--- config.mk ---
export PLATFORM = sky130hd
export DESIGN_NAME = mem_stage_ctrl_flat
export DESIGN_NICKNAME = d
export VERILOG_FILES = /design/src/rtl/mips_pkg.sv /design/src/rtl/mem_stage_ctrl_if.sv /design/src/rtl/mem_wb_reg.sv /design/src/rtl/mem_stage_ctrl.sv /design/src/flat_wrapper.sv
export SDC_FILE = /design/constraint.sdc
export NUM_CORES = 1
export LEC_CHECK = 0
export CAP_MARGIN = 20
export CORE_MARGIN = 5
export CORE_UTILIZATION = 42
export CTS_CLUSTER_DIAMETER = 100
export CTS_CLUSTER_SIZE = 28
export DETAILED_ROUTE_END_ITERATION = 8
export HOLD_SLACK_MARGIN = 0.05
export PLACE_DENSITY = 0.86
export SYNTH_ARGS = -nofsm -noshare
export SYNTH_HDL_FRONTEND = slang
export SYNTH_SLANG_ARGS = --single-unit
export TNS_END_PERCENT = 50
--- constraint.sdc ---
create_clock -name clk -period 2.9 [get_ports clk]
set_input_delay 0.58 -clock clk [delete_from_list [all_inputs] [get_ports clk]]
set_output_delay 0.58 -clock clk [all_outputs]
set_load 0.01 [all_outputs]
--- src/rtl/mips_pkg.sv ---
// Shared MIPS pipeline constants: control-bit positions for the EX/MEM and MEM/WB
// control fields, and the memory-stage state encoding.
package mips_pkg;

    localparam int unsigned BRANCH   = 2;
    localparam int unsigned MEMREAD  = 1;
    localparam int unsigned MEMWRITE = 0;
    localparam int unsigned REGWRITE = 1;
    localparam int unsigned MEMTOREG = 0;

    typedef enum logic {
        StIdle = 1'b0,
        StReq  = 1'b1
    } mem_state_e;

endpackage

--- src/rtl/mem_stage_ctrl_if.sv ---
// Memory-stage signal bundle: EX/MEM inputs, branch resolution, data-memory handshake
// and MEM/WB outputs. master = the controller, slave = the surrounding pipeline/memory.
interface mem_stage_ctrl_if;

    logic        in_valid;
    logic [1:0]  wb_ctl;
    logic [2:0]  m_ctl;
    logic [31:0] add_result;
    logic        zero;
    logic [31:0] alu_result;
    logic [31:0] rdata2;
    logic [4:0]  dest_reg;

    logic        pc_src;
    logic [31:0] branch_target;
    logic        mem_stall;

    logic        dmem_req;
    logic        dmem_we;
    logic [31:0] dmem_addr;
    logic [31:0] dmem_wdata;
    logic        dmem_ack;
    logic [31:0] dmem_rdata;

    logic        wb_valid;
    logic [1:0]  wb_ctlout;
    logic [31:0] wb_rdata;
    logic [31:0] wb_alu;
    logic [4:0]  wb_dest;
    logic        mem_misalign;

    modport master (
        input  in_valid, wb_ctl, m_ctl, add_result, zero, alu_result, rdata2, dest_reg,
        input  dmem_ack, dmem_rdata,
        output pc_src, branch_target, mem_stall,
        output dmem_req, dmem_we, dmem_addr, dmem_wdata,
        output wb_valid, wb_ctlout, wb_rdata, wb_alu, wb_dest, mem_misalign
    );

    modport slave (
        output in_valid, wb_ctl, m_ctl, add_result, zero, alu_result, rdata2, dest_reg,
        output dmem_ack, dmem_rdata,
        input  pc_src, branch_target, mem_stall,
        input  dmem_req, dmem_we, dmem_addr, dmem_wdata,
        input  wb_valid, wb_ctlout, wb_rdata, wb_alu, wb_dest, mem_misalign
    );

endinterface

--- src/rtl/mem_wb_reg.sv ---
// MEM/WB pipeline register: captures the instruction when load_i is set, otherwise
// inserts a bubble (valid and control cleared, data fields held).
module mem_wb_reg
    import mips_pkg::*;
(
    input  logic        clk,
    input  logic        rst_n,
    input  logic        load_i,
    input  logic        rdata_load_i,
    input  logic [1:0]  ctl_i,
    input  logic [31:0] rdata_i,
    input  logic [31:0] alu_i,
    input  logic [4:0]  dest_i,
    output logic        valid_o,
    output logic [1:0]  ctl_o,
    output logic [31:0] rdata_o,
    output logic [31:0] alu_o,
    output logic [4:0]  dest_o
);

    logic        valid_q, valid_d;
    logic [1:0]  ctl_q, ctl_d;
    logic [31:0] rdata_q, rdata_d;
    logic [31:0] alu_q, alu_d;
    logic [4:0]  dest_q, dest_d;

    always_comb begin
        valid_d = load_i;
        ctl_d   = load_i ? ctl_i : 2'b00;
        alu_d   = load_i ? alu_i : alu_q;
        dest_d  = load_i ? dest_i : dest_q;
        rdata_d = (load_i && rdata_load_i) ? rdata_i : rdata_q;
    end

    always_ff @(posedge clk or negedge rst_n) begin
        if (!rst_n) begin
            valid_q <= 1'b0;
            ctl_q   <= 2'b00;
            rdata_q <= 32'h0;
            alu_q   <= 32'h0;
            dest_q  <= 5'h0;
        end else begin
            valid_q <= valid_d;
            ctl_q   <= ctl_d;
            rdata_q <= rdata_d;
            alu_q   <= alu_d;
            dest_q  <= dest_d;
        end
    end

    assign valid_o = valid_q;
    assign ctl_o   = ctl_q;
    assign rdata_o = rdata_q;
    assign alu_o   = alu_q;
    assign dest_o  = dest_q;

endmodule

--- src/rtl/mem_stage_ctrl.sv ---
// MIPS memory-stage controller: data-memory req/ack FSM, pipeline stall, branch resolve
// and MEM/WB load. Optional alignment trap enabled by defining MEM_ALIGN_CHECK_EN.
module mem_stage_ctrl
    import mips_pkg::*;
(
    input  logic              clk,
    input  logic              rst_n,
    mem_stage_ctrl_if.master  bus_io
);

    mem_state_e  state_q, state_d;
    logic        access, misalign;
    logic        mem_stall, launch, ack_done, wb_load, rdata_load;
    logic        req_q, req_d, we_q, we_d;
    logic [31:0] addr_q, addr_d, wdata_q, wdata_d;
    logic        misalign_q, misalign_d;
    logic [1:0]  wb_ctl_in;

`ifdef MEM_ALIGN_CHECK_EN
    assign misalign = bus_io.in_valid
                    & (bus_io.m_ctl[MEMREAD] | bus_io.m_ctl[MEMWRITE])
                    & (bus_io.alu_result[1:0] != 2'b00);
`else
    assign misalign = 1'b0;
`endif

    assign access = bus_io.in_valid & (bus_io.m_ctl[MEMREAD] | bus_io.m_ctl[MEMWRITE])
                  & ~misalign;

    // State register
    always_ff @(posedge clk or negedge rst_n) begin
        if (!rst_n) state_q <= StIdle;
        else        state_q <= state_d;
    end

    // Next-state logic
    always_comb begin
        state_d = state_q;
        unique case (state_q)
            StIdle: if (access)          state_d = StReq;
            StReq:  if (bus_io.dmem_ack) state_d = StIdle;
            default:                     state_d = StIdle;
        endcase
    end

    // Output decode; an ack seen in StIdle falls through with no effect
    always_comb begin
        launch   = 1'b0;
        ack_done = 1'b0;
        unique case (state_q)
            StIdle:  launch   = access;
            StReq:   ack_done = bus_io.dmem_ack;
            default: ;
        endcase
        mem_stall  = launch | ((state_q == StReq) & ~bus_io.dmem_ack);
        wb_load    = ~mem_stall & bus_io.in_valid;
        rdata_load = ack_done & ~we_q;
    end

    // MemWrite wins when both MemRead and MemWrite are set
    always_comb begin
        req_d      = req_q;
        we_d       = we_q;
        addr_d     = addr_q;
        wdata_d    = wdata_q;
        misalign_d = (state_q == StIdle) & misalign;
        if (launch) begin
            req_d   = 1'b1;
            we_d    = bus_io.m_ctl[MEMWRITE];
            addr_d  = bus_io.alu_result;
            wdata_d = bus_io.rdata2;
        end else if (ack_done) begin
            req_d = 1'b0;
        end
    end

    always_ff @(posedge clk or negedge rst_n) begin
        if (!rst_n) begin
            req_q      <= 1'b0;
            we_q       <= 1'b0;
            addr_q     <= 32'h0;
            wdata_q    <= 32'h0;
            misalign_q <= 1'b0;
        end else begin
            req_q      <= req_d;
            we_q       <= we_d;
            addr_q     <= addr_d;
            wdata_q    <= wdata_d;
            misalign_q <= misalign_d;
        end
    end

    assign wb_ctl_in = misalign ? 2'b00 : bus_io.wb_ctl;

    mem_wb_reg u_mem_wb_reg (
        .clk          (clk),
        .rst_n        (rst_n),
        .load_i       (wb_load),
        .rdata_load_i (rdata_load),
        .ctl_i        (wb_ctl_in),
        .rdata_i      (bus_io.dmem_rdata),
        .alu_i        (bus_io.alu_result),
        .dest_i       (bus_io.dest_reg),
        .valid_o      (bus_io.wb_valid),
        .ctl_o        (bus_io.wb_ctlout),
        .rdata_o      (bus_io.wb_rdata),
        .alu_o        (bus_io.wb_alu),
        .dest_o       (bus_io.wb_dest)
    );

    assign bus_io.pc_src        = bus_io.in_valid & bus_io.m_ctl[BRANCH] & bus_io.zero;
    assign bus_io.branch_target = bus_io.add_result;
    assign bus_io.mem_stall     = mem_stall;
    assign bus_io.dmem_req      = req_q;
    assign bus_io.dmem_we       = we_q;
    assign bus_io.dmem_addr     = addr_q;
    assign bus_io.dmem_wdata    = wdata_q;
    assign bus_io.mem_misalign  = misalign_q;

endmodule

--- src/flat_wrapper.sv ---
// flat-port wrapper written by rule: the top's interface ports become plain ports
module mem_stage_ctrl_flat import mips_pkg::*;
  (clk, rst_n, bus_io_in_valid, bus_io_wb_ctl, bus_io_m_ctl, bus_io_add_result, bus_io_zero, bus_io_alu_result, bus_io_rdata2, bus_io_dest_reg, bus_io_dmem_ack, bus_io_dmem_rdata, bus_io_pc_src, bus_io_branch_target, bus_io_mem_stall, bus_io_dmem_req, bus_io_dmem_we, bus_io_dmem_addr, bus_io_dmem_wdata, bus_io_wb_valid, bus_io_wb_ctlout, bus_io_wb_rdata, bus_io_wb_alu, bus_io_wb_dest, bus_io_mem_misalign);
  mem_stage_ctrl_if bus_io_i ();
  input  logic clk;
  input  logic rst_n;
  input wire logic [$bits(bus_io_i.in_valid)-1:0] bus_io_in_valid;
  input wire logic [$bits(bus_io_i.wb_ctl)-1:0] bus_io_wb_ctl;
  input wire logic [$bits(bus_io_i.m_ctl)-1:0] bus_io_m_ctl;
  input wire logic [$bits(bus_io_i.add_result)-1:0] bus_io_add_result;
  input wire logic [$bits(bus_io_i.zero)-1:0] bus_io_zero;
  input wire logic [$bits(bus_io_i.alu_result)-1:0] bus_io_alu_result;
  input wire logic [$bits(bus_io_i.rdata2)-1:0] bus_io_rdata2;
  input wire logic [$bits(bus_io_i.dest_reg)-1:0] bus_io_dest_reg;
  input wire logic [$bits(bus_io_i.dmem_ack)-1:0] bus_io_dmem_ack;
  input wire logic [$bits(bus_io_i.dmem_rdata)-1:0] bus_io_dmem_rdata;
  output wire logic [$bits(bus_io_i.pc_src)-1:0] bus_io_pc_src;
  output wire logic [$bits(bus_io_i.branch_target)-1:0] bus_io_branch_target;
  output wire logic [$bits(bus_io_i.mem_stall)-1:0] bus_io_mem_stall;
  output wire logic [$bits(bus_io_i.dmem_req)-1:0] bus_io_dmem_req;
  output wire logic [$bits(bus_io_i.dmem_we)-1:0] bus_io_dmem_we;
  output wire logic [$bits(bus_io_i.dmem_addr)-1:0] bus_io_dmem_addr;
  output wire logic [$bits(bus_io_i.dmem_wdata)-1:0] bus_io_dmem_wdata;
  output wire logic [$bits(bus_io_i.wb_valid)-1:0] bus_io_wb_valid;
  output wire logic [$bits(bus_io_i.wb_ctlout)-1:0] bus_io_wb_ctlout;
  output wire logic [$bits(bus_io_i.wb_rdata)-1:0] bus_io_wb_rdata;
  output wire logic [$bits(bus_io_i.wb_alu)-1:0] bus_io_wb_alu;
  output wire logic [$bits(bus_io_i.wb_dest)-1:0] bus_io_wb_dest;
  output wire logic [$bits(bus_io_i.mem_misalign)-1:0] bus_io_mem_misalign;
  assign bus_io_i.in_valid = bus_io_in_valid;
  assign bus_io_i.wb_ctl = bus_io_wb_ctl;
  assign bus_io_i.m_ctl = bus_io_m_ctl;
  assign bus_io_i.add_result = bus_io_add_result;
  assign bus_io_i.zero = bus_io_zero;
  assign bus_io_i.alu_result = bus_io_alu_result;
  assign bus_io_i.rdata2 = bus_io_rdata2;
  assign bus_io_i.dest_reg = bus_io_dest_reg;
  assign bus_io_i.dmem_ack = bus_io_dmem_ack;
  assign bus_io_i.dmem_rdata = bus_io_dmem_rdata;
  assign bus_io_pc_src = bus_io_i.pc_src;
  assign bus_io_branch_target = bus_io_i.branch_target;
  assign bus_io_mem_stall = bus_io_i.mem_stall;
  assign bus_io_dmem_req = bus_io_i.dmem_req;
  assign bus_io_dmem_we = bus_io_i.dmem_we;
  assign bus_io_dmem_addr = bus_io_i.dmem_addr;
  assign bus_io_dmem_wdata = bus_io_i.dmem_wdata;
  assign bus_io_wb_valid = bus_io_i.wb_valid;
  assign bus_io_wb_ctlout = bus_io_i.wb_ctlout;
  assign bus_io_wb_rdata = bus_io_i.wb_rdata;
  assign bus_io_wb_alu = bus_io_i.wb_alu;
  assign bus_io_wb_dest = bus_io_i.wb_dest;
  assign bus_io_mem_misalign = bus_io_i.mem_misalign;
  mem_stage_ctrl u_core (.clk(clk), .rst_n(rst_n), .bus_io(bus_io_i));
endmodule
### Word-level counts from Yosys, hierarchy flattened

Cells that the tools add are included.

* word-level logic and storage cells: 32
* flip-flop bits (word level): 139
* bits of input ports: 143
* output and inout bits: 173

* bitwise gates (word level): 12
* reduce and logical (&&, ||, !) cells: 2
* multiplexer cells: 8

Operators with widths (count)
* 1-bit AND: 6
* 1-bit two-way mux: 6
* 1-bit inverter: 4
* 2-bit two-way mux: 1
* 1-bit bitwise OR: 2
* 1-bit one-hot mux with 2 select lines: 1
* 2-bit nonzero test: 1
* 1-bit logical AND: 1

### Depth between registers and ports, before layout

Gate-level depths: netlist of run 1.

* word-level depth: 7
* gate-level depth with buffers: 5
* mapped depth without buffers: 3

### By module

From an unflattened synthesis of run 1, not the netlist that was laid out.

* cells, all modules: 335
* area, all modules: 5619.1 um2

By module, submodules not included
* mem_stage_ctrl: area an instance 2984.1 um2, cells each 184, sequential area each 1676.6 um2, times used 1
* mem_wb_reg: area an instance 2635.0 um2, cells each 151, sequential area each 1801.7 um2, times used 1

### Worst setup path before layout of run 1

OpenSTA, ideal clock, no wires.

* kind: in2out
* start point: input port bus_io_in_valid
* end point: output port bus_io_mem_stall
* path buffers: 2
* arrival time: 1.288 ns
* data required time: 2.320 ns
* cell stages on the path: 5
* setup slack: 1.032 ns
* path through: nor2b_4 -> o21a_4 -> buf_12 -> buf_12 -> a21o_1

* longest elaborated chain between the ends: 3

Ends and longest elaborated chain
* from (decl): RTL line flat_wrapper.sv:7 `input wire logic [$bits(bus_io_i.in_valid)-1:0] bus_io_in_valid;`
* 1-bit AND: RTL line mem_stage_ctrl.sv:27 `assign access = bus_io.in_valid & (bus_io.m_ctl[MEMREAD] | bus_io.m_ctl[MEMWRITE])`
* 1-bit two-way mux: RTL line mem_stage_ctrl.sv:50 `unique case (state_q)`
* 1-bit bitwise OR: RTL line mem_stage_ctrl.sv:55 `mem_stall = launch | ((state_q == StReq) & ~bus_io.dmem_ack);`
* to (decl): RTL line flat_wrapper.sv:19 `output wire logic [$bits(bus_io_i.mem_stall)-1:0] bus_io_mem_stall;`

Every way passes these cells.

### Worst setup path in the final report of run 1

Same ends and word-level chain as after synthesis.

==> impl_metrics.ini, run 1 <==
[setup_path]
r2r_slack_ns = 1.17
cp_slowest_cell = clkdlybuf4s50_1
cp_max_fo = 3
reg2reg_to = u_core.bus_io.dmem_wdata[31]
crit_path_cell_trace = clkdlybuf4s50_1 -> nor2b_4 -> o21a_4 -> a21o_1 -> clkdlybuf4s50_1
crit_path_start_kind = primary input
r2r_cells = 4
critPathRequiredTime_ns = 2.32
worstPathArrival_ns = 2.04
rr_startpoint = u_core.state_q
path_common_cell = clkdlybuf4s50_1
endpoint_kind = primary output
max_stage_delay_ns = 0.54
critPathKind = primary input to primary output

[drt]
dr.first_iter.drc_count = 91
first_pass_iters = 4
drt-met1-wl_um = 5110
drtAntennaViolNets = 0
wirelength_um = 14320
vias_per_cell = 4.714
vias = 3554
dr_wl_met2_um = 7180
drc = 0
routedWlPerCell_um = 18.99
wl_met3_um = 1435
routed.top_layer = met4

[power]
sw_frac_of_total = 0.2630
internal-power_uw = 5594
peakVddDrop_v = 0.0005367
p_leak_uw = 0.003734
power_uw = 7590
comb_power_share = 0.336
p_switching_uw = 1996
powerDensity_mw_per_mm2 = 875.3
clockPowerShare = 0.290
p_seq_frac = 0.374

[synth]
syn_inst = 338
synth_largest_area_cell = dfrtp_1
yosys.area.top_type_share = 0.6107
synth-edff-count = 0
synthTopCellsByCount = dfrtp_1 (139), mux2_2 (90), mux2_4 (38)
synth.area.top_cells = dfrtp_1 (61%), mux2_2 (18%), mux2_4 (10%)
post-synth-top-count-cell = dfrtp_1
synth_cell_type_count = 20
async_reset_ff_frac = 1.000
ys_warn_count = 0
ys_seq_elements = 139
synth_ff_type = dfrtp_1
syn-cell-area_mm2 = 0.005695
syn_avg_cell_area_um2 = 16.85
syn_nets = 481
ys_seq_area_frac = 0.6107

[sta]
slew_viol_final = 0
tns_ns = 0
period_needed_ns = 2.616
slew-limit-headroom = 0.6532
rsz0062_at_grt = no
setup_viol = 0
worst_pin_slew_ns = 0.5202
clock_skew_ns = 0.004822
timing.fmax_ghz = 0.3823
min_period_over_period = 0.9020
hold_viol_final = 0

[clock_network]
path_clk_slew_ns = 0.05
clock-sinks = 139
cts_resized = 0
cts-hold-fix-buffers = 0
cts_tree = yes
clockBufferDepth = 2
post_cts_buffers = 0
cts_htree_levels = 4
cts-root-buf = clkbuf_16
cts_buffers = 17
clk_latency_ns = 0.41

[die]
die-area_mm2 = 0.01599
coreArea_mm2 = 0.01330
ios = 316
std_cell_rows = 42
start_util = 0.4284
die_h_um = 126.5
die_w_um = 126.5

[global_route]
grt_max_degree = 66
gr-total-overflow = 0
grt.total_usage = 0.1820
grt_pass1_wl_um = 22670
first_global_vias = 4190
antenna_found_initial = 0

[layout]
fillers = 947
diodes = 0
fin_cells = 754
finalInstanceArea_mm2 = 0.008672
nNetsFinal = 708
drive_above_1_share = 0.2958
layout-area-overhead-vs-synth_pct = 52.26

[hold_path]
hp-class = primary input to asynchronous set/reset pin

[placed_design]
io_buffers = 250
dp.cells = 722
placed_area_mm2 = 0.008060
hpwlAfterDp_um = 10810
gp_congestion = 0.8106

[run]
maxCapViolCount = 0

[status]
status = completed
worst max-delay path: cells and delay by family:
family	cells	cell delay, ns
buffers and inverters	2	1.01
AOI/OAI and AO/OA	2	0.27
and+or+nand+nor	1	0.18
power groups by stage:
stage                     logic (uW)  clock network (uW)  registers (uW)
after floorplan                  774                   0            3130
after global placement          2520                   0            2830
after detailed placement        2580                   0            2880
after CTS                       2600                2240            2850
after global routing            2690                2350            2920
final                           2550                2200            2840
placed cells by master, fill, tap and decap left out:
cell type        count
a22o_1               1
mux2_2              90
clkbuf_8             3
mux2_4              38
buf_12               3
clkinvlp_4           4
clkinv_2             5
bufinv_16            3
nand3b_4             1
and2_4               1
a21o_1               2
mux2_1               5
buf_4                2
and3_1               1
o21a_4               1
nor3_1               1
nor2b_4              1
clkdlybuf4s50_1    249
o21ai_4              1
buf_6                1
dfrtp_1            139
clkbuf_16           17
nand2_1              2
nor2_1               2
conb_1               1
inv_1                4
cells by family after synthesis:
| family | count (synthesis) | synth area share |
|---|---|---|
| flip-flops | 139 | 0.6107 |
| AO/OA/AOI/OAI | 5 | 0.008347 |
| other | 1 | 0.0006584 |
| buffers and inverters | 51 | 0.08018 |
| multiplexers | 133 | 0.2880 |
| AND/OR/NAND/NOR | 9 | 0.01208 |
layout make-up:
cell class                      instances  area, um2  share of cell area
Clock buffer                           20      466.7             0.05382
Multi-Input combinational cell        148       1768              0.2039
Sequential cell                       139       3478              0.4011
Clock inverter                         12      145.1             0.01674
Timing Repair Buffer                  255       2579              0.2974
Tap cell                              176      220.2             0.02539
Inverter                                4      15.01            0.001731
through the flow:
stage / setup WS, ns / hold slack, ns / util
after floorplan: 1.032 / 0.2844 / -
after global placement: 0.3229 / 0.4626 / 0.6062
after detailed placement: 0.2865 / 0.4858 / 0.6062
after CTS: 0.2888 / 0.1027 / 0.6523
after global routing: 0.2442 / 0.1133 / 0.6523
final: 0.2841 / 0.09583 / 0.6523
metal layers:
layer  vias up  track usage
li1       1586            -
met1      1735       0.1895
met2       184       0.3064
met3        49      0.08239
met4         0      0.09905
met5         -            0
sequential cells by signal (all words and copies together), names as in the netlist:
register	count
u_core.u_mem_wb_reg.valid_o	1
u_core.u_mem_wb_reg.rdata_o	32
u_core.bus_io.dmem_wdata	32
u_core.u_mem_wb_reg.ctl_o	2
u_core.u_mem_wb_reg.alu_o	32
u_core.bus_io.dmem_we	1
u_core.bus_io.dmem_addr	32
u_core.u_mem_wb_reg.dest_o	5
u_core.state_q	1
u_core.bus_io.dmem_req	1
worst max path at each step:
stage                          from                to
floorplan           bus_io_in_valid  bus_io_mem_stall
global placement    bus_io_in_valid  bus_io_mem_stall
detailed placement  bus_io_in_valid  bus_io_mem_stall
CTS                 bus_io_in_valid  bus_io_mem_stall
global route        bus_io_in_valid  bus_io_mem_stall
finish              bus_io_in_valid  bus_io_mem_stall
Note: power is estimated with default switching activity, not from simulation.
==> run 2, diff against run 1 <==
Settings changed: CORE_UTILIZATION 42 to 35, PLACE_DENSITY 0.86 to 0.77.
Clock period 2.9 ns to 2.4 ns, I/O delays scaled along.
==> run 2 against run 1 <==
  * Largest power group unchanged
  * Combinational power grew 20%
  * Highest routed layer unchanged
  * Global-route usage decreased by 3.3 points
  * Die area increased by 18%
==> impl_metrics.ini, run 2 (synthesis results as in run 1) <==
[drt]
wirelength_um = 14080
first_pass_iters = 4
dr.first_iter.drc_count = 122
drtAntennaViolNets = 0
vias = 3540
vias_per_cell = 4.458
drc = 0
routedWlPerCell_um = 17.74

[sta]
period_needed_ns = 2.267
min_period_over_period = 0.9447
hold_viol_final = 0
clock_skew_ns = 0.008215
slew-limit-headroom = 0.4373
setup_viol = 0
timing.fmax_ghz = 0.4410
worst_pin_slew_ns = 0.8441
slew_viol_final = 0
rsz0062_at_grt = no

[power]
comb_power_share = 0.328
power_uw = 9355
internal-power_uw = 6946
p_seq_frac = 0.367
clockPowerShare = 0.305
powerDensity_mw_per_mm2 = 1067
sw_frac_of_total = 0.2575
p_switching_uw = 2409
p_leak_uw = 0.003760
peakVddDrop_v = 0.0005750

[setup_path]
reg2reg_to = u_core.bus_io.dmem_addr[2]
critPathTopFamily = buffers and inverters
r2r_slack_ns = 0.66
cp_max_fo = 3
r2r_cells = 5
max_stage_delay_ns = 0.54
endpoint_kind = primary output
worstPathArrival_ns = 1.79
crit_path_start_kind = primary input
cp_slowest_cell = clkdlybuf4s50_1
path_common_cell = clkdlybuf4s50_1
critPathBufInv = 3
rr_startpoint = u_core.state_q
critPathKind = primary input to primary output
critPathRequiredTime_ns = 1.92
crit_path_cell_trace = clkdlybuf4s50_1 -> buf_4 -> and3_1 -> clkdlybuf4s50_1

[clock_network]
cts_htree_levels = 4
clockBufferDepth = 2
cts-root-buf = clkbuf_16
cts_buffers = 17
path_clk_slew_ns = 0.06
cts_tree = yes
clk_latency_ns = 0.41
clock-sinks = 139

[layout]
finalCoreUtilization = 0.5498
mostFrequentLayoutCell = clkdlybuf4s50_1
final_cell_mix = clkdlybuf4s50_1 (248), dfrtp_1 (139), mux2_2 (90), mux2_4 (38), clkbuf_16 (17)
regArea_mm2 = 0.003478
layout-area-overhead-vs-synth_pct = 53.91
nNetsFinal = 709
drive_above_1_share = 0.2941
multi_input_area_mm2 = 0.001768
diodes = 0
fillers = 1299

[run]
maxCapViolCount = 0

[global_route]
grt.total_usage = 0.1490
antenna_found_initial = 0
grt_pass1_wl_um = 21510
first_global_vias = 4059
gr-total-overflow = 0
grt_max_degree = 140

[placed_design]
gp_congestion = 0.7411
hpwlAfterDp_um = 10390
io_buffers = 250

[die]
die_w_um = 137.6
coreArea_mm2 = 0.01594
ios = 316
die_h_um = 137.6
std_cell_rows = 46
start_util = 0.3572
die-area_mm2 = 0.01892

[hold_path]
hp-class = primary input to asynchronous set/reset pin

[status]
status = completed
==> run 2: cell count changes in the layout (fill, tap and decap cells not counted) <==
cell	delta
buf_4	+1
bufinv_16	+2
clkbuf_1	+1
clkbuf_8	-1
clkdlybuf4s50_1	-1
clkinv_2	-3
clkinv_4	+2
clkinvlp_4	-2
dlygate4sd2_1	+1
==> run 2: layer usage <==
layer / global-route usage / share of wire / wire length [um] / vias to the layer above
met5: 0 / 0 / 0 / -
met4: 0.06430 / 0.023 / 320 / 0
met3: 0.07049 / 0.11 / 1529 / 26
met2: 0.2546 / 0.51 / 7184 / 172
met1: 0.1565 / 0.36 / 5048 / 1753
li1: - / - / - / 1589
==> run 2: power groups by stage <==
stage | logic (uW) | registers (uW) | clock network, uW
6_report | 3070 | 3430 | 2850
5_1_grt | 3250 | 3530 | 3020
4_1_cts | 3130 | 3440 | 2930
3_5_place_dp | 3110 | 3470 | 0
3_3_place_gp | 3060 | 3420 | 0
2_1_floorplan | 935 | 3780 | 0
==> run 2: cell type report <==
type                       count  share of cell area
clock inverter                11             0.02198
inverter                       4            0.001713
multi-input combinational    148              0.2017
timing repair buffer         256              0.2949
sequential                   139              0.3968
clock buffer                  20             0.05210
tap                          216             0.03083
==> run 2: through the flow <==
stage	std cells	hold slack (ns)	setup slack (ns)	cell area, um2	TNS [ns]
finish	794	0.08478	0.1327	8766	0
global route	794	0.2357	0.09851	8766	0
CTS	794	0.2053	0.1276	8766	0
detailed placement	763	0.4810	-0.04892	8118	-0.04892
global placement	763	0.4632	0.03692	8118	0
floorplan	338	0.1844	0.7316	5695	0
==> run 2: worst reg2reg max path, delay by kind of cell, from the launching register on <==
kind            cells  cell delay, ns
flops               1            0.44
compound gates      1            0.14
buf+inv             2            0.46
simple gates        1            0.16
mux                 1            0.41
==> run 2: worst max-delay path by stage <==
stage / from / to / slack [ns] / cells after the start
5_1_grt: bus_io_in_valid / bus_io_pc_src / 0.1 / 4
3_5_place_dp: bus_io_in_valid / bus_io_mem_stall / -0.05 / 5
2_1_floorplan: bus_io_in_valid / bus_io_mem_stall / 0.73 / 5
4_1_cts: bus_io_in_valid / bus_io_pc_src / 0.13 / 4
3_3_place_gp: bus_io_in_valid / bus_io_mem_stall / 0.04 / 5
6_report: bus_io_in_valid / bus_io_pc_src / 0.13 / 4
==> run 2: repair_timing <==
item,4_1_cts,5_1_grt
setup buffers,0,0
resized for setup,1,0
endpoints found under the setup margin,1,0
hold buffers,0,0
